[src/rtl/bcd_updown_counter_pkg.sv]
// Shared BCD constants and helpers for the up/down decade counter.
package bcd_updown_counter_pkg;

    localparam int unsigned BCD_W = 4;
    localparam logic [3:0] BCD_MAX = 4'd9;
    localparam logic [3:0] BCD_MIN = 4'd0;

    function automatic logic bcd_invalid(input logic [BCD_W-1:0] d);
        return d > BCD_MAX;
    endfunction

    function automatic logic [BCD_W-1:0] bcd_sanitize(input logic [BCD_W-1:0] d);
        return bcd_invalid(d) ? BCD_MIN : d;
    endfunction

endpackage

[src/rtl/bcd_digit.sv]
// One BCD decade: loads, increments or decrements, and ripples carry/borrow onward.
module bcd_digit
    import bcd_updown_counter_pkg::*;
#(
    parameter logic [3:0] RST_VAL = 4'd0
) (
    input  logic             clk,
    input  logic             reset,
    input  logic             step_in,
    input  logic             up,
    input  logic             load,
    input  logic [BCD_W-1:0] load_digit,
    output logic [BCD_W-1:0] digit,
    output logic             step_out
);

    logic [BCD_W-1:0] digit_q;
    logic [BCD_W-1:0] digit_d;
    logic             at_wrap;

    assign at_wrap  = up ? (digit_q == BCD_MAX) : (digit_q == BCD_MIN);
    assign step_out = step_in & at_wrap;
    assign digit    = digit_q;

    always_comb begin
        digit_d = digit_q;
        if (load) begin
            digit_d = bcd_sanitize(load_digit);
        end else if (step_in) begin
            if (up) begin
                digit_d = at_wrap ? BCD_MIN : digit_q + 4'd1;
            end else begin
                digit_d = at_wrap ? BCD_MAX : digit_q - 4'd1;
            end
        end
    end

    always_ff @(posedge clk) begin
        if (!reset) begin
            digit_q <= RST_VAL;
        end else begin
            digit_q <= digit_d;
        end
    end

endmodule

[src/rtl/bcd_updown_counter.sv]
// Multi-decade BCD up/down counter with parallel load and invalid-digit flagging.
module bcd_updown_counter
    import bcd_updown_counter_pkg::*;
#(
    parameter int unsigned          DIGITS = 4,
    parameter logic [4*DIGITS-1:0]  START  = '0
) (
    input  logic                    clk,
    input  logic                    reset,
    input  logic                    en,
    input  logic                    up,
    input  logic                    load,
    input  logic [4*DIGITS-1:0]     load_val,
    output logic [4*DIGITS-1:0]     count,
    output logic                    tc,
    output logic                    load_err
);

    logic [DIGITS:0] step;
    logic            any_invalid;
    logic            load_err_q;

    // Digit 0 steps only when counting; a pending load suppresses the whole chain.
    assign step[0] = en & ~load;

    for (genvar i = 0; i < DIGITS; i++) begin : g_digit
        bcd_digit #(
            .RST_VAL (START[i*BCD_W +: BCD_W])
        ) u_digit (
            .clk        (clk),
            .reset      (reset),
            .step_in    (step[i]),
            .up         (up),
            .load       (load),
            .load_digit (load_val[i*BCD_W +: BCD_W]),
            .digit      (count[i*BCD_W +: BCD_W]),
            .step_out   (step[i+1])
        );
    end

    // The last carry/borrow is high exactly when every digit sits at the wrap point.
    assign tc = reset & step[DIGITS];

    always_comb begin
        any_invalid = 1'b0;
        for (int i = 0; i < int'(DIGITS); i++) begin
            any_invalid = any_invalid | bcd_invalid(load_val[i*BCD_W +: BCD_W]);
        end
    end

    always_ff @(posedge clk) begin
        if (!reset) begin
            load_err_q <= 1'b0;
        end else begin
            load_err_q <= load & any_invalid;
        end
    end

    assign load_err = load_err_q;

endmodule

[config.mk]
export PLATFORM = sky130hd
export DESIGN_NAME = bcd_updown_counter
export DESIGN_NICKNAME = d
export VERILOG_FILES = /design/src/rtl/bcd_updown_counter_pkg.sv /design/src/rtl/bcd_digit.sv /design/src/rtl/bcd_updown_counter.sv
export SDC_FILE = /design/constraint.sdc
export NUM_CORES = 1
export LEC_CHECK = 0
export ABC_CLOCK_PERIOD_IN_PS = 4000
export CORE_MARGIN = 1.5
export CORE_UTILIZATION = 51
export CTS_CLUSTER_SIZE = 40
export DETAILED_ROUTE_END_ITERATION = 7
export HOLD_SLACK_MARGIN = 0.12
export PLACE_DENSITY = 0.81
export SKIP_CTS_REPAIR_TIMING = 1
export SYNTH_ARGS = -nofsm -noshare
export SYNTH_HDL_FRONTEND = slang
export SYNTH_HIERARCHICAL = 1
export SYNTH_SLANG_ARGS = --single-unit
export TNS_END_PERCENT = 30
[constraint.sdc]
create_clock -name clk -period 4 [get_ports clk]
set_input_delay 0.8 -clock clk [delete_from_list [all_inputs] [get_ports clk]]
set_output_delay 0.8 -clock clk [all_outputs]
set_load 0.01 [all_outputs]
Word level (Yosys, flattened, before mapping)
Index checks and enable logic that the tools add are counted.
Widths: inputs -> output; s select.
{"block": "totals", "output_inout_bits": 18, "regBits": 17, "word_cells": 68}
{"block": "op_classes", "magnitude_cmp": 4, "n_mux": 28, "n_eq_ne": 4, "add_sub_neg": 8, "bitwise": 11, "n_reduce_logical": 8}
{"operator": "$mux 4", "count": 24}
{"operator": "$add 4x1->4 const B", "count": 4}
{"operator": "$eq 4x4->1 const B", "count": 4}
{"operator": "$gt 4x4->1 const B", "count": 4}
{"operator": "$logic_not 4->1", "count": 4}
{"operator": "$sub 4x1->4 const B", "count": 4}
{"operator": "$reduce_bool 2->1", "count": 4}
{"operator": "$and 1x1->1", "count": 7}
{"operator": "$mux 1", "count": 4}
{"operator": "$or 1x1->1", "count": 3}
{"operator": "$not 1->1", "count": 1}

Logic depth before layout (Yosys ltp)
Gate-level depths: netlist of run 1.
{"block": "depth", "depth_word": 7, "depth_mapped": 11, "ltp_nobuf": 11}

Modules after synthesis
The synthesis of run 1 kept the hierarchy.
{"module": "bcd_digit", "instances": 4, "seq_area_each_um2": 80.1, "cells_per_inst": 52, "area_per_inst_um2": 421.7}
{"module": "bcd_updown_counter", "instances": 1, "seq_area_each_um2": 20.0, "cells_per_inst": 9, "area_per_inst_um2": 65.1}

Least setup slack after synthesis of run 1
Ideal clock, no wire load.
{"block": "synth_timing", "kind": "input to output", "start": "in up", "end": "out tc", "stages": 8, "t_arrival_ns": 2.693, "setup_slack_ns": 0.507, "required_ns": 3.200, "path_cell_list": "buf_6 -> nor3b_1 -> a31oi_1 -> nor3b_1 -> nor3b_1 -> nor3b_1 -> nor3b_1 -> and2_1"}
{"block": "synth_between", "elab_chain_cells": 6}
{"element": "from (decl)", "line_no": "bcd_updown_counter.sv:11", "text": "input logic up,"}
{"element": "$mux 1", "line_no": "bcd_digit.sv:21", "text": "assign at_wrap = up ? (digit_q == BCD_MAX) : (digit_q == BCD_MIN);"}
{"element": "$and 1x1->1", "line_no": "bcd_digit.sv:22", "text": "assign step_out = step_in & at_wrap;"}
{"element": "via step[1]", "line_no": "bcd_updown_counter.sv:19", "text": "logic [DIGITS:0] step;"}
{"element": "$and 1x1->1", "line_no": "bcd_digit.sv:22"}
{"element": "via step[2]", "line_no": "bcd_updown_counter.sv:19"}
{"element": "$and 1x1->1", "line_no": "bcd_digit.sv:22"}
{"element": "via step[3]", "line_no": "bcd_updown_counter.sv:19"}
{"element": "$and 1x1->1", "line_no": "bcd_digit.sv:22"}
{"element": "via step[4]", "line_no": "bcd_updown_counter.sv:19"}
{"element": "$and 1x1->1", "line_no": "bcd_updown_counter.sv:42", "text": "assign tc = reset & step[DIGITS];"}
{"element": "to (decl)", "line_no": "bcd_updown_counter.sv:15", "text": "output logic tc,"}
The timed path passes the listed nets, and every way through them passes these cells.

Worst setup path in the final report of run 1
Same ends and word-level chain as after synthesis.

==> impl_metrics.env, run 1 <==
export IMPL_status="completed"
export IMPL_final_nets=298
export IMPL_drv_cap=0
export IMPL_cts_sinks=17
export IMPL_drive_gt1_share_pct=15.2
export IMPL_antenna_found_initial=0
export IMPL_die_h_um=61.6
export IMPL_die_w_um=61.6
export IMPL_layout_cells_non_filler=310
export IMPL_drtIter0Drc=130
export IMPL_ys_seq_elements=17
export IMPL_synth_compound_area_share_pct=31.9
export IMPL_rsz0062_at_grt="no"
export IMPL_core_area_um2=3310
export IMPL_critPathRequiredTime_ns=3.20
export IMPL_syn2layout_area_growth_pct=29.1
export IMPL_place_ws_ns=-0.151
export IMPL_ys_warn_count=6
export IMPL_synth_area_top_cells="dfxtp_1 (19%), ha_1 (8.6%), o21ai_0 (6.3%), a31oi_1 (4.3%), nor2_1 (4.3%)"
export IMPL_num_vias=1792
export IMPL_reg2reg_from="g_digit[0].u_digit/digit[0]"
export IMPL_diodes=0
export IMPL_post_dp_hpwl_um=3240
export IMPL_postSynthAreaPerCell_um2=8.07
export IMPL_crit_type="input pin to output port"
export IMPL_portBuffers=38
export IMPL_wl_per_cell_um=14.3
export IMPL_clk_pin_slew_ns=0.10
export IMPL_synthMuxAreaShare_pct=2.29
export IMPL_gp_congestion=0.893
export IMPL_core_rowCount=21
export IMPL_die_area_um2=3800
export IMPL_grt_total_usage_pct=24.3
export IMPL_min_path_type="flop to flop"
export IMPL_critPathLaunch="up"
export IMPL_drv_slew=0
export IMPL_syn_cell_area_um2=1750
export IMPL_fin_ws_ns=0.411
export IMPL_dr_pass1_iters=4
export IMPL_ctsRootBufferMaster="clkbuf_4"
export IMPL_fillers=295
export IMPL_synth_edff_count=0
export IMPL_synth_fp_nets=250
export IMPL_ir_worst_vdd_mv=0.140
export IMPL_p_leak_nw=0.820
export IMPL_cts_htree_levels=1
export IMPL_startpoint_type="input pin"
export IMPL_synth_seq_area_share_pct=19.4
export IMPL_power_density_nw_per_um2=224
export IMPL_worst_setup_path_end_kind="output port"
export IMPL_cts_tree="built"
export IMPL_wl_um=4440
export IMPL_yosys_area_share_xor_xnor_pct=2.00
export IMPL_synthArstFlopShare_pct=0
export IMPL_arrival_ns=2.79
export IMPL_hold_viol_final=0
export IMPL_initial_core_util_pct=52.9
export IMPL_slew_headroom_pct=73.6
export IMPL_setup_viol=0
export IMPL_grt_pass1_vias=1513
export IMPL_cts_buffers=3
export IMPL_worstMarginPinSlew_ns=0.396
export IMPL_grt_remaining_overflow=0
export IMPL_yosysTopAreaCell="dfxtp_1"
export IMPL_fmax_ghz=0.279
export IMPL_timing_final_crit_share_pct=89.7
export IMPL_yosys_most_used_dff="dfxtp_1"
export IMPL_postSynthCellCount=217
export IMPL_antenna_left=0
export IMPL_grt_pass1_wl_um=6840
export IMPL_grt_max_degree=34
export IMPL_final_min_clock_period_ns=3.59
export IMPL_via_per_inst=5.78
export IMPL_drc_errors=0
export IMPL_placedCellCount=305
export IMPL_clk_latency_ns=0.30
export IMPL_cp_max_fo=4
export IMPL_yosysTopAreaCellShare_pct=19.4
export IMPL_yosys_area_share_adder_pct=8.57
export IMPL_yosysUniqueCellTypes=31
export IMPL_ios=39
export IMPL_synth_simple_area_share_pct=28.1
export IMPL_hp_start="g_digit[1].u_digit/digit[1]"
export IMPL_synth_top_family_by_area="compound AO/OA/AOI/OAI gates"
export IMPL_worst_clock_skew_ns=0.00893
export IMPL_clock_path_buffers=2
==> kinds of logic after synthesis <==
group                    after synthesis
AO/OA/AOI/OAI                         73
AND/OR/NAND/NOR                       83
adder cells (fa/ha/maj)               12
flip-flops                            17
multiplexers                           4
XOR/XNOR                               4
buffers and inverters                 24
==> sequential cells by signal, summed over array words and instances (netlist names) <==
signal	cells
load_err	1
g_digit.u_digit/digit	16
==> cell usage in the layout (no fill, tap or decap), drive strengths merged <==
master,instances
a211o,4
a21oi,8
a311oi,4
a31oi,12
a41oi,5
and2,1
and3,4
buf,13
clkbuf,4
clkdlybuf4s50,37
dfxtp,17
dlymetal6s2s,1
ha,12
inv,16
mux2i,4
nand2,5
nand2b,12
nand3,8
nand3b,8
nor2,20
nor2b,9
nor3,4
nor3b,8
o211ai,8
o21ai,24
o221ai,4
o311ai,4
or2,4
xnor2,4
==> final cells by class <==
class	count	area, µm²	share of cell area, %
repair buffers	51	480	21.3
well taps	46	57.6	2.55
clock buffers	4	26.3	1.16
multi-input cells	176	1300	57.3
flip-flops and latches	17	340	15.1
inverters	16	60.1	2.66
==> power breakdown <==
part | switching [mW] | internal, mW
clock | 0.0605 | 0.0389
combinational | 0.0953 | 0.104
sequential | 0.0269 | 0.181
==> path summary, 6_finish.rpt <==
| kind | cells after the start | slack (ns) | end |
|---|---|---|---|
| worst min-delay path | 2 | 0.63 | g_digit[1].u_digit/digit[1] |
| worst min register to register | 2 | 0.63 | g_digit[1].u_digit/digit[1] |
| worst max register to register | 11 | 1.47 | g_digit[3].u_digit/digit[0] |
| worst max-delay path | 10 | 0.41 | tc |
==> metal layers <==
metal | track usage [%] | part of all wire [%]
met1 | 33.4 | 47
met2 | 39.1 | 48
met3 | 3.15 | 3.6
met4 | 8.51 | 1.4
met5 | 0 | 0
==> stage by stage <==
step	TNS (ns)	utilization (%)	instance area, µm²	total power, mW	hold WS (ns)
after floorplan	0	-	1750	0.325	0.603
after CTS	-0.157	67.4	2230	0.505	0.622
after global placement	-0.0839	66.6	2200	0.401	0.596
after detailed placement	-0.151	66.6	2200	0.405	0.602
final	0	68.3	2260	0.507	0.629
after global routing	0	68.3	2260	0.541	0.663
==> cells in the mapped netlist, types with 2 or more instances <==
cell,n
a211o_1,4
a21oi_1,8
a311oi_1,4
a31oi_1,12
a41oi_2,4
and3_1,4
buf_4,4
buf_6,4
dfxtp_1,17
ha_1,12
inv_1,16
mux2i_1,4
nand2_1,5
nand2b_1,8
nand2b_4,4
nand3_1,8
nand3b_1,8
nor2_1,20
nor2b_1,9
nor3_1,4
nor3b_1,8
o211ai_1,4
o211ai_2,4
o21ai_0,22
o21ai_1,2
o221ai_1,4
o311ai_2,4
or2_2,4
xnor2_1,4
==> critical path: stages <==
cell and delay [ns]:
clkdlybuf4s50_1 0.52, buf_4 0.15, a31oi_1 0.12, nor3b_2 0.23, nor3b_2 0.21, nor3b_2 0.18
buf_4 0.14, nor3b_1 0.15, and2_1 0.13, dlymetal6s2s_1 0.15
Power figures use the tool's default switching activity.
==> run 2, diff against run 1 <==
--- a/config.mk
+++ b/config.mk
@@ -6,12 +6,14 @@
 export NUM_CORES = 1
 export LEC_CHECK = 0
 export ABC_CLOCK_PERIOD_IN_PS = 4000
+export CELL_PAD_IN_SITES_DETAIL_PLACEMENT = 0
+export CELL_PAD_IN_SITES_GLOBAL_PLACEMENT = 1
 export CORE_MARGIN = 1.5
-export CORE_UTILIZATION = 51
+export CORE_UTILIZATION = 37
 export CTS_CLUSTER_SIZE = 40
 export DETAILED_ROUTE_END_ITERATION = 7
 export HOLD_SLACK_MARGIN = 0.12
-export PLACE_DENSITY = 0.81
+export PLACE_DENSITY_LB_ADDON = 0.1
 export SKIP_CTS_REPAIR_TIMING = 1
 export SYNTH_ARGS = -nofsm -noshare
 export SYNTH_HDL_FRONTEND = slang
==> run 2 against run 1 <==
  * The flow now finishes with violations (design-rule violations)
  * Clock power is 35% higher
  * Critical endpoint unchanged
  * First-iteration DRC count down 23%
  * Final cell count up 1.9%
  * Maximum frequency shrank 7.2%
==> impl_metrics.env, run 2 (synthesized netlist as in run 1, its figures left out) <==
export IMPL_status="finished with violations"
export IMPL_failed_checks="design-rule violations"
export IMPL_cts_sinks=17
export IMPL_drc_errors=2
export IMPL_power_density_nw_per_um2=234
export IMPL_grt_max_degree=34
export IMPL_stdcell_area_um2=2310
export IMPL_final_nets=298
export IMPL_drive_gt1_share_pct=15.9
export IMPL_drv_slew=0
export IMPL_grt_pass1_vias=1625
export IMPL_core_area_um2=4440
export IMPL_p_comb_share_pct=36.9
export IMPL_worstMarginPinSlew_ns=0.393
export IMPL_hold_end="g_digit[0].u_digit/digit[1]"
export IMPL_slew_headroom_pct=73.8
export IMPL_rsz0062_at_grt="no"
export IMPL_final_min_clock_period_ns=3.87
export IMPL_cts_buffers=3
export IMPL_hold_viol_final=0
export IMPL_critPathRequiredTime_ns=3.20
export IMPL_intPower_mw=0.357
export IMPL_min_path_type="flop to flop"
export IMPL_die_w_um=71.8
export IMPL_post_dp_hpwl_um=3230
export IMPL_drtIter0Drc=100
export IMPL_die_area_um2=5160
export IMPL_portBuffers=38
export IMPL_largest_reg_flops=16
export IMPL_drv_cap=0
export IMPL_antenna_found_initial=0
export IMPL_cts_tree="built"
export IMPL_final_common_cell="clkdlybuf4s50_1"
export IMPL_antenna_left=0
export IMPL_p_leak_nw=0.814
export IMPL_diodes=0
export IMPL_cts_htree_levels=1
export IMPL_startpoint_type="input pin"
export IMPL_setup_viol=0
export IMPL_die_h_um=71.8
export IMPL_dr_pass1_iters=8
export IMPL_grt_remaining_overflow=0
export IMPL_reg2reg_from="g_digit[0].u_digit/digit[0]"
export IMPL_hp_start="g_digit[0].u_digit/digit[1]"
export IMPL_grt_pass1_wl_um=7320
export IMPL_arrival_ns=3.07
export IMPL_finalPower_mw=0.540
export IMPL_r2r_end="g_digit[3].u_digit/digit[0]"
export IMPL_layout_common_cells="clkdlybuf4s50_1 (38), o21ai_0 (22), nor2_1 (20)"
export IMPL_power_switching_mw=0.184
export IMPL_syn2layout_area_growth_pct=31.7
export IMPL_ctsRootBufferMaster="clkbuf_8"
export IMPL_swShare_pct=34.0
export IMPL_via_per_inst=5.53
export IMPL_num_vias=1748
export IMPL_rrSetupSlack_ns=1.51
export IMPL_wl_per_cell_um=14.0
export IMPL_fmax_ghz=0.259
export IMPL_timing_final_crit_share_pct=96.7
export IMPL_worst_clock_skew_ns=0.00255
export IMPL_hold_depth=2
export IMPL_clk_latency_ns=0.25
export IMPL_power_frac_clock_pct=24.8
export IMPL_worst_setup_path_end_kind="output port"
export IMPL_reg2reg_depth=11
export IMPL_p_seq_share_pct=38.3
export IMPL_core_rowCount=24
export IMPL_clk_pin_slew_ns=0.07
export IMPL_crit_type="input pin to output port"
export IMPL_critPathLaunch="up"
export IMPL_wl_um=4410
export IMPL_ir_worst_vdd_mv=0.169
export IMPL_initial_core_util_pct=39.4
export IMPL_gp_congestion=0.816
export IMPL_placed_area_um2=2210
export IMPL_ios=39
export IMPL_grt_total_usage_pct=17.2
export IMPL_cp_max_fo=5
export IMPL_clock_path_buffers=2
-- run 2: layout make-up --
class	instances	area, µm²
clock buffers	4	45.0
repair buffers	51	478
fillers	452	2140
inverters	16	60.1
well taps	52	65.1
flip-flops and latches	17	340
multi-input cells	176	1320
-- run 2: power groups by stage --
stage | sequential (mW) | combinational (mW) | clock, mW
4_1_cts | 0.206 | 0.197 | 0.140
6_report | 0.207 | 0.199 | 0.134
2_1_floorplan | 0.205 | 0.120 | 0
5_1_grt | 0.210 | 0.221 | 0.144
3_5_place_dp | 0.210 | 0.196 | 0
3_3_place_gp | 0.210 | 0.196 | 0
-- run 2: worst max-delay path by stage --
stage | end | cells past startpoint | slack, ns
5_1_grt | tc | 9 | 0.0002
4_1_cts | tc | 9 | -0.25
6_report | tc | 9 | 0.13
3_3_place_gp | tc | 9 | -0.14
3_5_place_dp | tc | 9 | -0.23
2_1_floorplan | tc | 8 | 0.51
-- run 2: critical path, cell delays in order --
cell	delay, ns
clkdlybuf4s50_1	0.49
buf_4	0.15
a31oi_1	0.12
nor3b_2	0.24
nor3b_4	0.24
nor3b_4	0.21
nor3b_2	0.17
and2_1	0.13
clkdlybuf4s50_1	0.53
-- run 2: through the flow --
step	util, %	hold slack, ns	worst slack, ns	std cells	TNS, ns
final	51.9	0.620	0.134	316	0
after global routing	51.9	0.666	0.000208	316	0
after CTS	50.8	0.619	-0.246	315	-0.246
after detailed placement	49.8	0.604	-0.228	311	-0.228
after global placement	49.8	0.595	-0.136	311	-0.136
after floorplan	-	0.603	0.507	217	0
-- run 2: routing by layer --
layer  routed length (µm)  track usage (%)  vias up
met5                    0                0        -
met1                 2260             24.5      817
met3                  138             3.23        2
li1                     -                -      901
met2                 1990             27.9       28
met4                   20             2.10        0
==> run 3, diff against run 2 <==
--- a/config.mk
+++ b/config.mk
@@ -6,15 +6,13 @@
 export NUM_CORES = 1
 export LEC_CHECK = 0
 export ABC_CLOCK_PERIOD_IN_PS = 4000
-export CELL_PAD_IN_SITES_DETAIL_PLACEMENT = 0
-export CELL_PAD_IN_SITES_GLOBAL_PLACEMENT = 1
 export CORE_MARGIN = 1.5
-export CORE_UTILIZATION = 37
+export CORE_UTILIZATION = 51
+export CTS_BUF_LIST = sky130_fd_sc_hd__clkbuf_16
 export CTS_CLUSTER_SIZE = 40
 export DETAILED_ROUTE_END_ITERATION = 7
 export HOLD_SLACK_MARGIN = 0.12
-export PLACE_DENSITY_LB_ADDON = 0.1
-export SKIP_CTS_REPAIR_TIMING = 1
+export PLACE_DENSITY = 0.81
 export SYNTH_ARGS = -nofsm -noshare
 export SYNTH_HDL_FRONTEND = slang
 export SYNTH_HIERARCHICAL = 1
==> run 3 against run 2 <==
  * The run now ends clean
  * Die area decreased by 26%
  * First-iteration DRC count increased by 54%
  * Worst hold slack about the same
  * Core utilization increased by 18 points
  * Global-route usage increased by 8.3 points
  * Largest cell class unchanged
  * Critical path type unchanged
  * Non-clock buffer count increased by 1
  * Setup slack improved by 0.24 ns
  * Clock-buffer cell count decreased by 1
==> impl_metrics.env, run 3 (synthesized netlist as in run 1, its figures left out) <==
export IMPL_power_density_nw_per_um2=264
export IMPL_slew_headroom_pct=72.5
export IMPL_wl_met3_um=217
export IMPL_grt_total_usage_pct=25.5
export IMPL_drv_slew=0
export IMPL_final_setup_tns_ns=0
export IMPL_final_nets=299
export IMPL_drive_gt1_share_pct=15.8
export IMPL_hold_viol_final=0
export IMPL_die_h_um=61.6
export IMPL_power_frac_clock_pct=33.4
export IMPL_drtIter0Drc=154
export IMPL_die_area_um2=3800
export IMPL_timing_final_crit_share_pct=90.6
export IMPL_cts_htree_levels=1
export IMPL_rsz0062_at_grt="no"
export IMPL_fmax_ghz=0.276
export IMPL_stdcell_area_um2=2330
export IMPL_clk_latency_ns=0.25
export IMPL_cp_common_cell="nor3b_2"
export IMPL_diodes=0
export IMPL_initial_core_util_pct=52.9
export IMPL_wl_per_cell_um=14.6
export IMPL_arrival_ns=2.82
export IMPL_final_util_pct=70.3
export IMPL_ctsRootBufferMaster="clkbuf_16"
export IMPL_worst_clock_skew_ns=0.00269
export IMPL_swShare_pct=31.7
export IMPL_hold_buffers=0
export IMPL_grt_pass1_vias=1578
export IMPL_placed_area_um2=2200
export IMPL_p_seq_share_pct=34.0
export IMPL_final_min_clock_period_ns=3.62
export IMPL_setup_viol=0
export IMPL_layout_cells_non_filler=311
export IMPL_crit_slowest_cell="clkdlybuf4s50_1"
export IMPL_clk_pin_slew_ns=0.05
export IMPL_grt_remaining_overflow=0
export IMPL_path_cells="clkdlybuf4s50_1 > buf_4 > a31oi_1 > nor3b_2 > nor3b_2 > nor3b_2 > buf_4 > nor3b_1 > and2_1 > dlymetal6s2s_1"
export IMPL_dr_wl_met2_um=2190
export IMPL_intPower_mw=0.420
export IMPL_grt_max_degree=34
export IMPL_wl_met1_um=2050
export IMPL_via_per_inst=5.86
export IMPL_antenna_left=0
export IMPL_min_path_type="flop to flop"
export IMPL_ir_worst_vdd_mv=0.163
export IMPL_clock_path_buffers=2
export IMPL_drv_cap=0
export IMPL_dr_pass1_iters=4
export IMPL_max_stage_delay_ns=0.52
export IMPL_core_rowCount=21
export IMPL_wl_um=4540
export IMPL_crit_type="input pin to output port"
export IMPL_placedCellCount=305
export IMPL_cts_buffers=3
export IMPL_layout_common_cells="clkdlybuf4s50_1 (37), o21ai_0 (22), nor2_1 (20)"
export IMPL_critPathRequiredTime_ns=3.20
export IMPL_status="completed"
export IMPL_power_switching_mw=0.195
export IMPL_largest_reg_flops=16
export IMPL_p_comb_share_pct=32.6
export IMPL_cp_top_family="buffers and inverters"
export IMPL_num_vias=1824
export IMPL_startpoint_type="input pin"
export IMPL_cp_max_fo=4
export IMPL_cts_sinks=17
export IMPL_worstMarginPinSlew_ns=0.413
export IMPL_drc_errors=0
export IMPL_die_w_um=61.6
export IMPL_top_layer="met4"
export IMPL_ios=39
export IMPL_finalPower_mw=0.614
export IMPL_worst_setup_path_end_kind="output port"
export IMPL_post_dp_hpwl_um=3240
export IMPL_syn2layout_area_growth_pct=32.8
export IMPL_antenna_found_initial=0
export IMPL_grt_pass1_wl_um=7160
export IMPL_crit_buf_inv=4
export IMPL_core_area_um2=3310
export IMPL_portBuffers=38
export IMPL_p_leak_nw=0.855
export IMPL_cts_tree="built"
export IMPL_gp_congestion=0.893
export IMPL_final_common_cell="clkdlybuf4s50_1"
[run 3: stage by stage]
stage	setup WS [ns]	hold WS [ns]
finish	0.377	0.621
global route	0.194	0.654
CTS	0.0129	0.615
detailed placement	-0.151	0.602
global placement	-0.0839	0.596
floorplan	0.507	0.603
[run 3: final timing paths]
check	from	end	slack, ns	cells after the start
worst max-delay path	up	tc	0.38	10
worst min-delay path	g_digit[1].u_digit/digit[1]	g_digit[1].u_digit/digit[1]	0.62	2
worst max register to register	g_digit[0].u_digit/digit[0]	g_digit[3].u_digit/digit[3]	1.47	11
worst min register to register	g_digit[1].u_digit/digit[1]	g_digit[1].u_digit/digit[1]	0.62	2
[run 3: repair_timing]
action,in CTS,in global routing
pin swaps,1,1
resized for setup,5,1
endpoints found under the setup margin,1,1
buffers inserted,1,1
[run 3: cell type report]
type	count	area, µm²
Sequential cell	17	340
Multi-Input combinational cell	176	1300
Tap cell	46	57.6
Clock inverter	1	3.75
Fill cell	281	985
Clock buffer	3	75.1
Inverter	16	60.1
Timing Repair Buffer	52	488
[run 3: routing by layer]
metal  up-vias  GRT usage [%]
li1        907              -
met1       855           33.4
met2        55           41.7
met3         7           3.99
met4         0           10.6
met5         -              0
[run 3: worst reg2reg max path, stage by stage (launching register included)]
cell and delay [ns]:
dfxtp_1 0.46, inv_1 0.08, ha_1 0.26, nor3b_2 0.18, a31oi_1 0.26, nor3b_2 0.09, nor3b_2 0.18, nor3b_2 0.17
buf_4 0.15, or2_2 0.33, o21ai_0 0.21, a41oi_2 0.05
[run 3: power by group through the flow]
| stage | clock, mW | combinational (mW) | sequential [mW] |
|---|---|---|---|
| after floorplan | 0 | 0.120 | 0.205 |
| after global placement | 0 | 0.191 | 0.210 |
| after detailed placement | 0 | 0.195 | 0.210 |
| after CTS | 0.208 | 0.199 | 0.208 |
| after global routing | 0.217 | 0.222 | 0.211 |
| final | 0.205 | 0.200 | 0.209 |
